### src/rtl/shmcp_n_if.sv
// Host-facing channels of the compute core: instruction push, data-in and data-out.
// No latency of its own; bundles valid/ready pairs only.
// Backpressure is carried by instr_ready, din_ready and dout_ready.
interface shmcp_n_if #(
    parameter int DW = 4
);
    logic          load;
    logic [7:0]    instr;
    logic          instr_ready;
    logic [DW-1:0] din;
    logic          din_valid;
    logic          din_ready;
    logic [DW-1:0] dout;
    logic          dout_valid;
    logic          dout_ready;

    modport master (
        output load, instr, din, din_valid, dout_ready,
        input  instr_ready, din_ready, dout, dout_valid
    );

    modport slave (
        input  load, instr, din, din_valid, dout_ready,
        output instr_ready, din_ready, dout, dout_valid
    );
endinterface

### src/rtl/shmcp_n.sv
// Generic synchronous FIFO with occupancy count.
// Latency: one cycle from push to the entry being visible at the head.
// Backpressure: push_rdy low at full; a pop in the same cycle does not free a slot for the push.
module shmcp_n_fifo #(
    parameter int W     = 8,
    parameter int DEPTH = 4
) (
    input  logic                     clk,
    input  logic                     rst,
    input  logic                     push_vld,
    input  logic [W-1:0]             push_dat,
    output logic                     push_rdy,
    output logic                     pop_vld,
    input  logic                     pop_rdy,
    output logic [W-1:0]             pop_dat,
    output logic [$clog2(DEPTH):0]   count
);
    localparam int          AW   = $clog2(DEPTH);
    localparam logic [AW:0] FULL = (AW+1)'(DEPTH);

    logic [W-1:0]  mem [DEPTH];
    logic [AW-1:0] wr_ptr;
    logic [AW-1:0] rd_ptr;
    logic          do_push;
    logic          do_pop;

    assign push_rdy = (count < FULL);
    assign pop_vld  = (count != '0);
    assign do_push  = push_vld && push_rdy;
    assign do_pop   = pop_rdy && pop_vld;
    assign pop_dat  = mem[rd_ptr];

    always_ff @(posedge clk) begin
        if (do_push) begin
            mem[wr_ptr] <= push_dat;
        end
    end

    // DEPTH is a power of two, so the pointers wrap by natural overflow.
    always_ff @(posedge clk or negedge rst) begin
        if (!rst) begin
            wr_ptr <= '0;
            rd_ptr <= '0;
            count  <= '0;
        end else begin
            if (do_push) begin
                wr_ptr <= wr_ptr + 1'b1;
            end
            if (do_pop) begin
                rd_ptr <= rd_ptr + 1'b1;
            end
            case ({do_push, do_pop})
                2'b10:   count <= count + 1'b1;
                2'b01:   count <= count - 1'b1;
                default: count <= count;
            endcase
        end
    end
endmodule

// Microcoded compute core: instruction FIFO feeding a FETCH/DECODE/EXEC sequencer over 4 registers.
// Latency: ALU ops write back 3 cycles after leaving IDLE/EXEC; LDI/OUT add handshake wait cycles.
// Backpressure: stalls in WAIT_IN until din_valid and in WAIT_OUT until dout_ready; instr_ready tracks FIFO space.
module shmcp_n #(
    parameter int DW     = 4,
    parameter int QDEPTH = 4
) (
    input  logic                      clk,
    input  logic                      rst,
    input  logic                      state,
    shmcp_n_if.slave                  io,
    output logic [$clog2(QDEPTH):0]   q_count,
    output logic                      busy,
    output logic                      zf,
    output logic                      cf,
    output logic                      err
);
    typedef enum logic [2:0] {
        IDLE,
        FETCH,
        DECODE,
        EXEC,
        WAIT_IN,
        WAIT_OUT,
        HALT
    } fsm_t;

    localparam logic [3:0] OP_LDI = 4'h1;
    localparam logic [3:0] OP_OUT = 4'h2;
    localparam logic [3:0] OP_HLT = 4'hE;
    localparam logic [3:0] OP_ILL = 4'hF;

    fsm_t          fsm;
    logic [7:0]    ir;
    logic [DW-1:0] regs [4];
    logic [DW-1:0] opa;
    logic [DW-1:0] opb;
    logic [DW-1:0] dout_q;
    logic          dout_valid_q;
    logic          din_ready_q;

    logic [3:0]    opcode;
    logic [1:0]    ra;
    logic [1:0]    rb;
    logic          fifo_nempty;
    logic [7:0]    fifo_head;

    logic [DW-1:0] alu_res;
    logic          alu_cf;
    logic          alu_wr;

    assign opcode = ir[7:4];
    assign ra     = ir[3:2];
    assign rb     = ir[1:0];

    assign io.dout       = dout_q;
    assign io.dout_valid = dout_valid_q;
    assign io.din_ready  = din_ready_q;

    shmcp_n_fifo #(
        .W     (8),
        .DEPTH (QDEPTH)
    ) u_iq (
        .clk      (clk),
        .rst      (rst),
        .push_vld (io.load),
        .push_dat (io.instr),
        .push_rdy (io.instr_ready),
        .pop_vld  (fifo_nempty),
        .pop_rdy  (fsm == FETCH),
        .pop_dat  (fifo_head),
        .count    (q_count)
    );

    // Operands come from the DECODE latches so ra==rb sees one consistent value.
    always_comb begin
        alu_res = opa;
        alu_cf  = cf;
        alu_wr  = 1'b0;
        case (opcode)
            4'h3: begin
                alu_res = opb;
                alu_wr  = 1'b1;
            end
            4'h4: begin
                {alu_cf, alu_res} = {1'b0, opa} + {1'b0, opb};
                alu_wr            = 1'b1;
            end
            4'h5: begin
                {alu_cf, alu_res} = {1'b0, opa} - {1'b0, opb};
                alu_wr            = 1'b1;
            end
            4'h6: begin
                alu_res = opa & opb;
                alu_wr  = 1'b1;
            end
            4'h7: begin
                alu_res = opa | opb;
                alu_wr  = 1'b1;
            end
            4'h8: begin
                alu_res = opa ^ opb;
                alu_wr  = 1'b1;
            end
            4'h9: begin
                alu_res = ~opa;
                alu_wr  = 1'b1;
            end
            4'hA: begin
                alu_cf  = opa[DW-1];
                alu_res = {opa[DW-2:0], 1'b0};
                alu_wr  = 1'b1;
            end
            4'hB: begin
                alu_cf  = opa[0];
                alu_res = {1'b0, opa[DW-1:1]};
                alu_wr  = 1'b1;
            end
            4'hC: begin
                alu_cf  = &opa;
                alu_res = opa + DW'(1);
                alu_wr  = 1'b1;
            end
            4'hD: begin
                alu_cf  = ~|opa;
                alu_res = opa - DW'(1);
                alu_wr  = 1'b1;
            end
            default: begin
                alu_wr = 1'b0;
            end
        endcase
    end

    always_ff @(posedge clk or negedge rst) begin
        if (!rst) begin
            fsm          <= IDLE;
            ir           <= '0;
            opa          <= '0;
            opb          <= '0;
            for (int i = 0; i < 4; i++) begin
                regs[i] <= '0;
            end
            zf           <= 1'b0;
            cf           <= 1'b0;
            err          <= 1'b0;
            dout_q       <= '0;
            dout_valid_q <= 1'b0;
            din_ready_q  <= 1'b0;
            busy         <= 1'b0;
        end else begin
            case (fsm)
                IDLE: begin
                    if (state && fifo_nempty) begin
                        fsm  <= FETCH;
                        busy <= 1'b1;
                    end
                end
                FETCH: begin
                    ir  <= fifo_head;
                    fsm <= DECODE;
                end
                DECODE: begin
                    opa <= regs[ra];
                    opb <= regs[rb];
                    if (opcode == OP_LDI) begin
                        fsm         <= WAIT_IN;
                        din_ready_q <= 1'b1;
                    end else if (opcode == OP_OUT) begin
                        fsm          <= WAIT_OUT;
                        dout_q       <= regs[ra];
                        dout_valid_q <= 1'b1;
                    end else begin
                        fsm <= EXEC;
                    end
                end
                WAIT_IN: begin
                    if (io.din_valid) begin
                        regs[ra]    <= io.din;
                        din_ready_q <= 1'b0;
                        fsm         <= EXEC;
                    end
                end
                WAIT_OUT: begin
                    if (io.dout_ready) begin
                        dout_valid_q <= 1'b0;
                        fsm          <= EXEC;
                    end
                end
                EXEC: begin
                    if (alu_wr) begin
                        regs[ra] <= alu_res;
                        cf       <= alu_cf;
                        zf       <= (alu_res == '0);
                    end
                    if (opcode == OP_ILL) begin
                        err <= 1'b1;
                    end
                    if (opcode == OP_HLT) begin
                        fsm <= HALT;
                    end else if (state && fifo_nempty) begin
                        fsm <= FETCH;
                    end else begin
                        fsm  <= IDLE;
                        busy <= 1'b0;
                    end
                end
                HALT: begin
                    if (!state) begin
                        fsm  <= IDLE;
                        busy <= 1'b0;
                    end
                end
                default: begin
                    fsm  <= IDLE;
                    busy <= 1'b0;
                end
            endcase
        end
    end
endmodule

### src/flat_wrapper.sv
// flat-port wrapper written by rule: the top's interface ports become plain ports
module shmcp_n_flat 
#(
    parameter int DW     = 4,
    parameter int QDEPTH = 4
)
  (clk, rst, state, q_count, busy, zf, cf, err, io_load, io_instr, io_din, io_din_valid, io_dout_ready, io_instr_ready, io_din_ready, io_dout, io_dout_valid);
  shmcp_n_if #(.DW(DW)) io_i ();
  input  logic clk;
  input  logic rst;
  input  logic state;
  output logic [$clog2(QDEPTH):0] q_count;
  output logic busy;
  output logic zf;
  output logic cf;
  output logic err;
  input wire logic [$bits(io_i.load)-1:0] io_load;
  input wire logic [$bits(io_i.instr)-1:0] io_instr;
  input wire logic [$bits(io_i.din)-1:0] io_din;
  input wire logic [$bits(io_i.din_valid)-1:0] io_din_valid;
  input wire logic [$bits(io_i.dout_ready)-1:0] io_dout_ready;
  output wire logic [$bits(io_i.instr_ready)-1:0] io_instr_ready;
  output wire logic [$bits(io_i.din_ready)-1:0] io_din_ready;
  output wire logic [$bits(io_i.dout)-1:0] io_dout;
  output wire logic [$bits(io_i.dout_valid)-1:0] io_dout_valid;
  assign io_i.load = io_load;
  assign io_i.instr = io_instr;
  assign io_i.din = io_din;
  assign io_i.din_valid = io_din_valid;
  assign io_i.dout_ready = io_dout_ready;
  assign io_instr_ready = io_i.instr_ready;
  assign io_din_ready = io_i.din_ready;
  assign io_dout = io_i.dout;
  assign io_dout_valid = io_i.dout_valid;
  shmcp_n #(.DW(DW), .QDEPTH(QDEPTH)) u_core (.clk(clk), .rst(rst), .state(state), .io(io_i), .q_count(q_count), .busy(busy), .zf(zf), .cf(cf), .err(err));
endmodule
### config.mk
export PLATFORM = sky130hd
export DESIGN_NAME = shmcp_n_flat
export DESIGN_NICKNAME = d
export VERILOG_FILES = /design/src/rtl/shmcp_n_if.sv /design/src/rtl/shmcp_n.sv /design/src/flat_wrapper.sv
export SDC_FILE = /design/constraint.sdc
export NUM_CORES = 1
export LEC_CHECK = 0
export BUFFER_PORTS_ARGS = -buffer_cell sky130_fd_sc_hd__buf_2
export CAP_MARGIN = 0
export CORE_AREA = 2 2 92 116
export DETAILED_ROUTE_END_ITERATION = 7
export DIE_AREA = 0 0 94 118
export GPL_TIMING_DRIVEN = 0
export SLEW_MARGIN = 20
export SYNTH_ARGS = -nofsm -noshare
export SYNTH_HDL_FRONTEND = slang
export SYNTH_SLANG_ARGS = --single-unit
### constraint.sdc
create_clock -name clk -period 3 [get_ports clk]
set_clock_uncertainty 0.1 [all_clocks]
set_input_delay 0.45 -clock clk [delete_from_list [all_inputs] [get_ports clk]]
set_output_delay 0.45 -clock clk [all_outputs]
set_load 0.02 [all_outputs]
Yosys cells after proc, flatten, opt, wreduce, memory -nomap -nowiden
Memories as Yosys holds them, arrays and structs flattened. A register that Yosys moved wholly into a read port is not among the register bits.
Index checks and enable logic that the tools add are counted.
{ "word_totals": {"output_inout_bits": 14, "mem_count": 1, "word_cells": 138, "register_bits": 44, "ram_bits": 32} }
{ "op_classes": {"bitwise_logic": 8, "n_lt_le_gt_ge": 4, "addsub": 8, "eq_ne": 33, "n_reduce_logical": 27, "muxes": 40} }
{ "memory_table": {"columns": ["name", "words", "width", "rd", "rd_clocked_by_memory_dff", "wr", "line", "source"], "rows": [
  ["u_core.u_iq.mem", 4, 8, 1, 1, 1, "shmcp_n.sv:21", "logic [W-1:0] mem [DEPTH];"]
]} }
{ "op_table": {"columns": ["operator", "n"], "rows": [
  ["one-hot mux 4 bit (11 select lines)", 1],
  ["bitwise mux 16 bit", 2],
  ["equality test 4 bit (second input constant)", 8],
  ["two-way mux 16 bit", 2],
  ["one-hot mux 16 bit (2 select lines)", 1],
  ["two-way mux 3 bit", 7],
  ["one-hot mux 3 bit (7 select lines)", 1],
  ["two-way mux 4 bit", 5],
  ["binary-select mux 4 bit (select 2 bit)", 2],
  ["equality test 4 x 3 -> 1 bit (second input constant)", 4],
  ["two-way mux 1 bit", 13],
  ["!= test 2 bit (second input constant)", 6],
  ["AND reduction 3 bit", 4],
  ["AND reduction 4 bit", 3],
  ["OR reduction 11 bit", 1],
  ["equality test 3 bit (second input constant)", 3],
  ["demux 4 bit (select 2 bit)", 1],
  ["equality test 4 x 2 -> 1 bit (second input constant)", 2],
  ["!= test 2 x 1 -> 1 bit (second input constant)", 4],
  ["nonzero test 2 bit", 4],
  ["OR reduction 4 bit", 2],
  ["equality test 3 x 2 -> 1 bit (second input constant)", 2],
  [">= comparator 3 bit (second input constant)", 2],
  ["inverter 2 -> 3 bit", 2],
  ["other kinds (30)", 38]
]} }

Logic depth before layout (Yosys ltp)
Gate-level depths: netlist of the first run.
{ "depth": {"ltp_word": 8, "mapped_depth": 10} }

By module
From an unflattened synthesis of the first run, not the netlist that was laid out.
{ "hier_totals": {"hier_cells": 416, "area_unflattened_um2": 4813.4} }
{ "modules_own_cells": {"columns": ["mod", "area_each_um2", "seq_area_each_um2", "n_inst", "cells_per_inst"], "rows": [
  ["shmcp_n", 3238.1, 1126.1, 1, 335],
  ["shmcp_n_fifo", 1575.3, 1136.1, 1, 81]
]} }

Least setup slack after synthesis of the first run
Ideal clock, no wire load.
{ "synth_path": {"kind": "reg-to-reg", "startpoint": "reg u_core.opa[0]", "endpoint": "reg u_core.regs[14] (netlist bit)", "arrival_ns": 2.386, "path_stages_with_launch": 11, "slack_ns": 0.441, "path_cell_list": "dfrtp_1 inv_1 ha_1 inv_1 fa_1 and2_4 or3_1 a211o_1 a41o_1 o21a_4 a21oi_2"} }
{ "synth_via": {"elab_chain_len": 5, "elab_cells_between_ends": 8, "classes_between": "4 x add/sub; 4 x mux"} }
{ "synth_lines": {"columns": ["element", "line", "source"], "rows": [
  ["from (decl)", "shmcp_n.sv:96", "logic [DW-1:0] opa;"],
  ["from (signal assigned)", "shmcp_n.sv:224", "opa <= regs[ra];"],
  ["subtractor 4 x 1 -> 4 bit (tied with other cells)", "shmcp_n.sv:186", "alu_res = opa - DW'(1);"],
  ["one-hot mux 4 bit (11 select lines) *", "shmcp_n.sv:140", "case (opcode)"],
  ["bitwise mux 16 bit *", "shmcp_n.sv:252", "regs[ra] <= alu_res;"],
  ["two-way mux 16 bit *", "shmcp_n.sv:251", "if (alu_wr) begin"],
  ["one-hot mux 16 bit (2 select lines) *", "shmcp_n.sv:212", "case (fsm)"],
  ["to (signal, indexed assignment)", "shmcp_n.sv:239", "regs[ra] <= io.din;"],
  ["to (signal, indexed assignment)", "shmcp_n.sv:252", null],
  ["to (decl)", "shmcp_n.sv:95", "logic [DW-1:0] regs [4];"]
]} }
Every way passes the cells marked *; elsewhere a longest branch is shown, timed or not. The select of a mux whose other input is x is not followed.
A chain may end at the register's enable or synchronous reset.

Worst setup path in the final report of the first run
{ "layout_path": {"startpoint": "reg u_core.opa[1]", "endpoint": "reg u_core.regs[13] (netlist bit)"} }
{ "layout_via": {"elab_chain_len": 5, "elab_cells_between_ends": 12, "classes_between": "4 x add/sub; 4 x mux; 4 x bitwise"} }
{ "layout_lines": {"columns": ["element", "line"], "rows": [
  ["subtractor 4 x 1 -> 4 bit (tied with other cells)", "shmcp_n.sv:186"],
  ["one-hot mux 4 bit (11 select lines) *", "shmcp_n.sv:140"],
  ["bitwise mux 16 bit *", "shmcp_n.sv:252"],
  ["two-way mux 16 bit *", "shmcp_n.sv:251"],
  ["one-hot mux 16 bit (2 select lines) *", "shmcp_n.sv:212"]
]} }
Marks and branches as above.

==> results of run 1 <==
power by group:
part	switching [mW]	leakage (nW)	internal [mW]
logic	1.82	1.14	1.29
registers	0.282	0.932	1.59
clock network	0.447	0.144	0.658
total	2.55	2.22	3.53
worst paths after layout:
path / slack (ns) / end / cells past startpoint / start
setup / recovery: 0.15 / u_core.regs[13] / 9 / u_core.opa[1]
hold / removal: 0.04 / u_core.u_iq.wr_ptr[1] / 1 / rst
setup reg to reg: 0.15 / u_core.regs[13] / 9 / u_core.opa[1]
hold reg to reg: 0.38 / u_core.err / 1 / u_core.err
max in group asynchronous: 2.26 / u_core.opa[0] / 1 / rst
min in group clk: 0.23 / u_core.u_iq.mem[2][3] / 1 / io_instr[3]
final cells by class:
class | count | area, um^2 | share of cell area
flip-flops and latches | 84 | 2263 | 0.4280
multi-input cells | 283 | 2190 | 0.4140
repair buffers | 32 | 165.2 | 0.03123
well taps | 129 | 161.4 | 0.03052
inverters | 24 | 90.09 | 0.01703
plain buffers | 26 | 123.9 | 0.02342
clock inverters | 5 | 58.81 | 0.01112
clock buffers | 11 | 236.5 | 0.04471
cells in the final DEF, fill, tap and decap left out, drive strengths merged, types with 16 or more instances in the layout:
cell type	n
clkbuf	22
o21ai	35
edfxtp	32
buf	47
mux4	16
ha	18
dfrtp	52
inv	26
a21oi	19
nand2	44
stage by stage:
stage / hold slack [ns] / utilization / setup slack [ns]
4_1_cts: 0.05794 / 0.5272 / 0.05395
2_1_floorplan: 0.05441 / - / 0.4407
6_report: 0.03741 / 0.5287 / 0.1495
3_5_place_dp: 0.3635 / 0.4977 / 0.07907
3_3_place_gp: 0.3566 / 0.4974 / 0.1125
5_1_grt: 0.08531 / 0.5287 / 0.02516
sequential cells by signal, indices dropped and copies added, names as in the netlist, 3 cells and up:
signal,cells
u_core.fsm,3
u_core.regs,16
u_core.u_iq.mem,32
u_core.io.dout,4
u_core.u_iq.count,3
u_core.ir,8
u_core.opa,4
u_core.opb,4
what timing repair did:
action                     in CTS  in global routing
setup endpoints to repair       0                  9
hold endpoints to repair        0                  0
buffers inserted                0                  1
gates resized for setup         0                  2
routing by layer:
layer  global-route usage  routed length, um
met1               0.2571               4496
met2               0.3433               5511
met3              0.04545                467
met4              0.08877                293
met5                    0                  0
cells by family (layout without fill, tap and decap cells):
kind of cell,Yosys count,count (layout),synth area share
buffers and inverters,50,98,0.04592
and+or+nand+nor,120,120,0.1300
DFF,84,84,0.4855
adders and majority gates,21,21,0.06123
xor gates and xnor gates,9,9,0.01692
muxes,37,37,0.1249
AOI/OAI and AO/OA,96,96,0.1356
==> flow_summary_export.csv, run 1 <==
group,metric,value,unit
grt,grt_usage,0.2067,
timing,fin_setup_tns,0,ns
place,place_hpwl,7841,um
place,gp_routability_congestion,0.8741,
cells_and_area,fin_cells,594,
floorplanning,core,10000,um^2
cells_and_area,nets,499,
grt,first_global_vias,3381,
synth,synth_most_common_cell,"dfrtp_1",
grt,grt_pass1_wl,17550,um
flow_run,maxCapViolCount,0,
drt,vias_per_cell,5.655,
place,port_buffers,31,
synth,syn_area,4659,um^2
timing,slew_headroom,0.5474,
drt,drc,0,
synth,syn_nets,456,
setup_path,worstPathArrival,2.94,ns
floorplanning,initial_core_util,0.4658,
setup_path,critPathMaxStageDelay,0.47,ns
synth,ys_ff_latch,84,
synth,async_reset_ff_frac,0.6190,
floorplanning,die_w,94,um
setup_path,critical_path_class,"flop to flop",
setup_path,crit_path_start_kind,"flop",
cts,htreeDepth,3,
timing,rsz0062_at_grt,"false",
drt,wire_per_inst,18.13,um
power_and_ir_drop,ir_drop,0.4704,mV
synth,synth_top_cell_by_area,"dfrtp_1",
timing,slew_viol_final,0,
floorplanning,ios,32,
floorplanning,die_y,118,um
synth,yosys_warnings,0,
setup_path,critPathTopFamily,"compound AO/OA/AOI/OAI gates",
place,dp.cells,577,
status,status,"completed",
drt,drtIter0Drc,327,
floorplanning,fp-row-count,41,
power_and_ir_drop,p_total,6.083,mW
setup_path,worstSetupEndpointType,"flop",
synth,synth_flop_cell,"dfrtp_1",
cells_and_area,n_antenna_cell,0,
timing,worst_pin_slew,0.6764,ns
floorplanning,die_area,11090,um^2
setup_path,path_cells,"clkbuf_1, inv_1, ha_1, nor2b_1, o21ai_0, nand3_1, o32a_1, mux2i_1, a21oi_1",
cts,postCtsHoldBufs,0,
timing,setup_viol,0,
drt,drt_wl_total,10770,um
cts,worst_skew_pair.late_latency,0.34,ns
cts,cts.sinks,84,
drt,drtAntennaViolNets,0,
synth,postSynthAreaPerCell,11.17,um^2
timing,period_needed,2.850,ns
place,place_area,4979,um^2
timing,finalCritPeriodShare,0.9502,
cells_and_area,layout-drive-gt1-share,0.2000,
cts,cts-root-buf,"clkbuf_16",
setup_path,worstPathBufferInverterCount,2,
worst_hold_path,min_path_type,"input port to asynchronous set/reset pin",
cells_and_area,fillers,917,
setup_path,cp_slowest_cell,"dfrtp_1",
synth,synth_common_cells,"52 x dfrtp_1, 44 x nand2_1, 32 x edfxtp_1, 32 x o21ai_0, 23 x inv_1",
drt,drt_first_pass_iters,5,
cells_and_area,final_cell_area,5289,um^2
grt,grt_max_degree,53,
grt,grt_antenna_before_repair,0,
synth,ys_top_cells_by_area,"dfrtp_1 28%, edfxtp_1 21%, mux4_2 7.7%",
synth,yosysUniqueCellTypes,58,
cts,cts_tree,"built",
power_and_ir_drop,power_leakage,2.220,nW
power_and_ir_drop,p_per_area,1150,nW/um^2
cts,cts_inserted_buffers,9,
synth,synthCells,417,
timing,timing.fmax,0.3508,GHz
synth,ys_seq_area_frac,0.4855,
cts,cts.clk_slew.worst_paths,0.06,ns
setup_path,required,3.09,ns
grt,grt-ovfl-total,0,
setup_path,path_max_fanout,9,
timing,hold_viol_final,0,
synth,yosysTopAreaCellShare,0.2793,
cts,clockBufferDepth,2,
synth,synth_edf_count,32,
drt,num_vias,3359,
cells_and_area,area_growth,13.51,%
No activity file was read; power rests on OpenSTA's default activity.
==> run 2: changes to the inputs <==
--- a/config.mk
+++ b/config.mk
@@ -11,6 +11,7 @@
 export DETAILED_ROUTE_END_ITERATION = 7
 export DIE_AREA = 0 0 94 118
 export GPL_TIMING_DRIVEN = 0
+export PLACE_DENSITY_LB_ADDON = 0.1
 export SLEW_MARGIN = 20
 export SYNTH_ARGS = -nofsm -noshare
 export SYNTH_HDL_FRONTEND = slang
==> flow_summary_export.csv, run 2 (synthesis results as in run 1) <==
group,metric,value,unit
grt,grtUsageMet1,0.2617,
drt,drtIter0Drc,149,
timing,fin_setup_tns,0,ns
cells_and_area,layout-drive-gt1-share,0.1983,
cts,postCtsHoldBufs,0,
setup_path,required,3.16,ns
cts,post_cts_resized,0,
cells_and_area,n_antenna_cell,0,
setup_path,reg2reg_depth,10,
grt,grt_antenna_before_repair,0,
cts,cts-root-buf,"clkbuf_16",
cts,cts_inserted_buffers,9,
cts,worst_skew_pair.late_latency,0.33,ns
grt,busiest_layer,"met2",
grt,grt_usage,0.2093,
grt,grt_max_degree,53,
cells_and_area,reg_top3,"u_core.u_iq.mem x32, u_core.regs x16, u_core.ir x8",
cts,clockBufferDepth,2,
timing,timing.fmax,0.3432,GHz
setup_path,path_cells,"inv_1, ha_1, inv_1, fa_1, and2_4, or3_1, a211o_1, a41o_1, o21a_4, o21ai_1",
setup_path,crit_path_start_kind,"flop",
power_and_ir_drop,p_total,6.026,mW
drt,wire_per_inst,17.83,um
cts,cts_tree,"built",
cells_and_area,final_common_cell,"dfrtp_1",
grt,grt_pass1_wl,17820,um
power_and_ir_drop,ir_drop,0.5731,mV
worst_hold_path,min_path_type,"input port to asynchronous set/reset pin",
power_and_ir_drop,power_leakage,2.218,nW
setup_path,worstSetupEndpointType,"flop",
floorplanning,initial_core_util,0.4658,
place,place_hpwl,7587,um
drt,drt_wl_total,10580,um
place,port_buffers,31,
grt,use_met2,0.3433,
drt,drtAntennaViolNets,0,
cts,cts.sinks,84,
floorplanning,die_w,94,um
cells_and_area,final_cell_area,5278,um^2
timing,finalCritPeriodShare,0.9714,
timing,hold_viol_final,0,
grt,first_global_vias,3503,
setup_path,r2r_start,"u_core.opa[0]",
grt,grt_util_met3,0.03521,
setup_path,cp_slowest_cell,"dfrtp_1",
timing,slew_headroom,0.5065,
grt,grt-ovfl-total,0,
timing,worst_pin_slew,0.7375,ns
timing,period_needed,2.914,ns
cells_and_area,regMostFlops,"u_core.u_iq.mem",
cts,cts.clk_slew.worst_paths,0.06,ns
setup_path,worstPathArrival,3.08,ns
timing,setup_viol,0,
cells_and_area,layout_common_cells,"52 x dfrtp_1, 44 x nand2_1, 39 x buf_2",
floorplanning,die_y,118,um
drt,vias_per_cell,5.600,
cells_and_area,finish.utilization,0.5276,
setup_path,critPathMaxStageDelay,0.50,ns
setup_path,timing.rr.end,"u_core.regs[2]",
cells_and_area,fin_cells,593,
power_and_ir_drop,p_per_area,1142,nW/um^2
place,dp.cells,577,
floorplanning,core,10000,um^2
cells_and_area,area_growth,13.27,%
drt,drt_first_pass_iters,5,
place,gp_routability_congestion,0.9184,
floorplanning,die_area,11090,um^2
setup_path,reg2reg_slack,0.09,ns
cells_and_area,largest_register_ffs,32,
status,status,"completed",
drt,num_vias,3321,
place,place_area,4979,um^2
timing,slew_viol_final,0,
floorplanning,fp-row-count,41,
cells_and_area,nets,498,
timing,rsz0062_at_grt,"false",
cts,htreeDepth,3,
flow_run,maxCapViolCount,0,
setup_path,path_max_fanout,8,
cts,cts_setup_buffers,0,
setup_path,crit_top_cell,"inv_1",
setup_path,critical_path_class,"flop to flop",
drt,drc,0,
floorplanning,ios,32,
[run 2: cell types whose count changed in the layout (fill, tap and decap cells not counted), sizes merged]
cell,previous run,this run
clkinv,1,2
inv,26,25
clkbuf,22,23
buf,47,46
bufinv,1,0
[run 2: metal layers]
layer	part of all wire	vias up	wire length, um
li1	-	1592	-
met1	0.42	1624	4408
met2	0.51	77	5383
met3	0.032	28	342
met4	0.042	0	441
met5	0	-	0
[run 2: critical path: cells and delay by family, from the launching register on]
kind	cells	cell delay [ns]
AOI/OAI and AO/OA	4	0.95
DFF	1	0.50
buffers and inverters	2	0.22
and+or+nand+nor	2	0.47
adders and majority gates	2	0.59
[run 2: layout make-up]
type,count,area [um^2]
fill,894,4726
sequential,84,2262
multi-input combinational,283,2190
clock buffer,12,261.5
tap,129,161.4
timing repair buffer,31,157.7
buffer,26,125.1
inverter,24,90.09
clock inverter,4,30.03
[run 2: worst max path at each step]
| stage | startpoint | end | cells past startpoint |
|---|---|---|---|
| after floorplan | u_core.opa[0] | u_core.regs[14] | 10 |
| after global placement | u_core.opa[0] | u_core.regs[14] | 10 |
| after detailed placement | u_core.opa[1] | u_core.regs[15] | 9 |
| after CTS | u_core.opa[1] | u_core.regs[15] | 9 |
| after global routing | u_core.opa[0] | u_core.regs[6] | 10 |
| final | u_core.opa[0] | u_core.regs[2] | 10 |
[run 2: metrics by stage]
stage | hold slack, ns | setup slack [ns]
2_1_floorplan | 0.05441 | 0.4407
3_3_place_gp | 0.3577 | 0.1382
3_5_place_dp | 0.3646 | 0.09631
4_1_cts | 0.07611 | 0.08650
5_1_grt | 0.09415 | 0.002931
6_report | 0.03284 | 0.08591
[run 2: power by group]
part / total [mW] / internal, mW / switching, mW
clock: 1.08 / 0.626 / 0.452
combinational: 3.07 / 1.28 / 1.79
sequential: 1.88 / 1.59 / 0.292
total: 6.03 / 3.49 / 2.53
==> run 3: changes to the inputs <==
--- a/config.mk
+++ b/config.mk
@@ -5,13 +5,14 @@
 export SDC_FILE = /design/constraint.sdc
 export NUM_CORES = 1
 export LEC_CHECK = 0
+export ABC_AREA = 1
 export BUFFER_PORTS_ARGS = -buffer_cell sky130_fd_sc_hd__buf_2
 export CAP_MARGIN = 0
-export CORE_AREA = 2 2 92 116
+export CORE_AREA = 2 2 91 115
 export DETAILED_ROUTE_END_ITERATION = 7
-export DIE_AREA = 0 0 94 118
+export DIE_AREA = 0 0 93 117
 export GPL_TIMING_DRIVEN = 0
-export PLACE_DENSITY_LB_ADDON = 0.1
+export PLACE_DENSITY = 0.69
 export SLEW_MARGIN = 20
 export SYNTH_ARGS = -nofsm -noshare
 export SYNTH_HDL_FRONTEND = slang
==> flow_summary_export.csv, run 3 <==
group,metric,value,unit
place,place_hpwl,8206,um
place,gp_routability_congestion,0.9358,
synth,ys_seq_area_frac,0.4902,
cts,postCtsHoldBufs,0,
place,place_area,4933,um^2
setup_path,path_cells,"clkbuf_1, inv_1, ha_1, nor2_1, o21ai_0, nand3_1, nand3_1, nand3_1, nand2_1, nand2_1, nand2_1, nand2_1",
drt,num_vias,3930,
cts,clockBufferDepth,2,
floorplanning,initial_core_util,0.4685,
drt,drtIter0Drc,336,
place,port_buffers,31,
synth,syn_nets,599,
power_and_ir_drop,ir_drop,0.6040,mV
timing,hold_ws,0.03091,ns
cells_and_area,fillers,949,
drt,drt_wl_total,10950,um
cts,cts.sinks,84,
timing,slew_viol_final,0,
drt,wire_per_inst,14.88,um
drt,drtAntennaViolNets,0,
timing,period_needed,2.620,ns
cells_and_area,final_common_cell,"nand2_1",
power_and_ir_drop,power_leakage,2.397,nW
setup_path,critPathMaxStageDelay,0.45,ns
drt,drt_first_pass_iters,5,
synth,ys_ff_latch,84,
timing,finalCritPeriodShare,0.8732,
synth,synth_common_cells,"137 x nand2_1, 99 x nor2_1, 53 x inv_1, 52 x dfrtp_1, 35 x o21ai_0",
cells_and_area,fin_cells,736,
setup_path,worstSetupEndpointType,"flop",
setup_path,r2r_start,"u_core.opa[1]",
timing,hold_viol_final,0,
timing,fin_setup_tns,0,ns
setup_path,worstPathBufferInverterCount,2,
cells_and_area,reg_top3,"u_core.u_iq.mem x32, u_core.regs x16, u_core.ir x8",
cells_and_area,finish.utilization,0.5323,
timing,worst_pin_slew,0.8282,ns
grt,grt_usage,0.2165,
setup_path,cp-startpoint,"u_core.opa[1]",
synth,syn_area,4614,um^2
synth,async_reset_ff_frac,0.6190,
setup_path,critPathTopFamily,"simple AND/OR/NAND/NOR gates",
cts,cts-root-buf,"clkbuf_16",
synth,synth_edf_count,32,
synth,synth_top_cell_by_area,"dfrtp_1",
grt,grt_max_degree,53,
drt,vias_per_cell,5.340,
floorplanning,ios,32,
floorplanning,core,9849,um^2
grt,grt_antenna_before_repair,0,
setup_path,timing.rr.end,"u_core.regs[11]",
timing,setup_viol,0,
floorplanning,die_area,10880,um^2
setup_path,crit_path_start_kind,"flop",
floorplanning,die_y,117,um
cts,cts_tree,"built",
synth,postSynthAreaPerCell,8.240,um^2
setup_path,reg2reg_depth,12,
setup_path,worstPathArrival,2.75,ns
cells_and_area,n_antenna_cell,0,
synth,ys_top_cells_by_area,"dfrtp_1 28%, edfxtp_1 21%, nand2_1 11%",
setup_path,path_max_fanout,8,
status,status,"completed",
setup_path,required,3.13,ns
power_and_ir_drop,p_total,5.778,mW
floorplanning,fp-row-count,41,
cells_and_area,nets,641,
cells_and_area,final_cell_area,5243,um^2
grt,grt-ovfl-total,0,
cells_and_area,largest_register_ffs,32,
synth,yosys_warnings,0,
timing,final_critical_path_setup_slack,0.3803,ns
setup_path,cp_slowest_cell,"dfrtp_1",
cts,cts.clk_slew.worst_paths,0.06,ns
synth,yosysTopAreaCellShare,0.2820,
worst_hold_path,min_path_type,"input port to asynchronous set/reset pin",
power_and_ir_drop,p_per_area,1102,nW/um^2
cells_and_area,regMostFlops,"u_core.u_iq.mem",
flow_run,maxCapViolCount,0,
place,dp.cells,720,
synth,synth_most_common_cell,"nand2_1",
cells_and_area,layout-drive-gt1-share,0.1104,
timing,timing.fmax,0.3817,GHz
setup_path,reg2reg_slack,0.38,ns
synth,synthCells,560,
setup_path,critical_path_class,"flop to flop",
grt,first_global_vias,3932,
floorplanning,die_w,93,um
cts,cts_inserted_buffers,9,
cts,worst_skew_pair.late_latency,0.34,ns
grt,grt_pass1_wl,18310,um
synth,yosysUniqueCellTypes,37,
setup_path,crit_top_cell,"nand2_1",
cts,cts_setup_buffers,0,
place,pre_cts_ws,0.3773,ns
cts,htreeDepth,3,
cells_and_area,layout_common_cells,"137 x nand2_1, 99 x nor2_1, 53 x inv_1",
cts,post_cts_resized,0,
timing,slew_headroom,0.4459,
timing,rsz0062_at_grt,"false",
drt,drc,0,
cells_and_area,area_growth,13.61,%
synth,synth_flop_cell,"dfrtp_1",
-- run 3: routing by layer --
layer  wire length, um  vias up  track usage  part of all wire
met5                 0        -            0                 0
met4               413        0       0.1176             0.038
met3               480       31      0.04417             0.044
met2              5601      121       0.3787              0.51
met1              4452     1846       0.2502              0.41
li1                  -     1932            -                 -
-- run 3: report_power, final --
part / internal (mW) / switching [mW] / total (mW)
Sequential: 1.58 / 0.306 / 1.89
Clock: 0.724 / 0.416 / 1.14
Combinational: 0.910 / 1.84 / 2.75
-- run 3: area by class of cell --
class	count	area, um^2	share of cell area
plain buffers	13	56.30	0.01074
clock buffers	11	232.7	0.04439
clock inverters	5	76.32	0.01456
well taps	129	161.4	0.03079
flip-flops and latches	84	2262	0.4315
repair buffers	31	157.7	0.03007
multi-input cells	407	2086	0.3979
inverters	56	210.2	0.04010
-- run 3: cell families after synthesis --
logic type | share of synthesized area
adder cells (fa/ha/maj) | 0.06182
AND/OR/NAND/NOR | 0.2568
AO/OA/AOI/OAI | 0.1215
flip-flops | 0.4902
multiplexers | 0.002440
buffers and inverters | 0.05775
XOR/XNOR | 0.009492
-- run 3: worst reg2reg max path, delay by kind of cell, from the launching register on --
| kind | cells | cell delay [ns] |
|---|---|---|
| buf+inv | 2 | 0.55 |
| flops | 1 | 0.45 |
| compound gates | 1 | 0.26 |
| simple gates | 8 | 0.80 |
| fa+ha+maj | 1 | 0.35 |
-- run 3: how the worst max path moves through the flow --
stage                           end  slack [ns]  cells after the start
5_1_grt        u_core.u_iq.count[2]        0.12                     10
4_1_cts        u_core.u_iq.count[2]        0.36                      9
3_3_place_gp   u_core.u_iq.count[2]        0.42                      9
3_5_place_dp   u_core.u_iq.count[2]        0.38                      9
2_1_floorplan  u_core.u_iq.count[2]        0.75                      9
6_report            u_core.regs[11]        0.38                     12
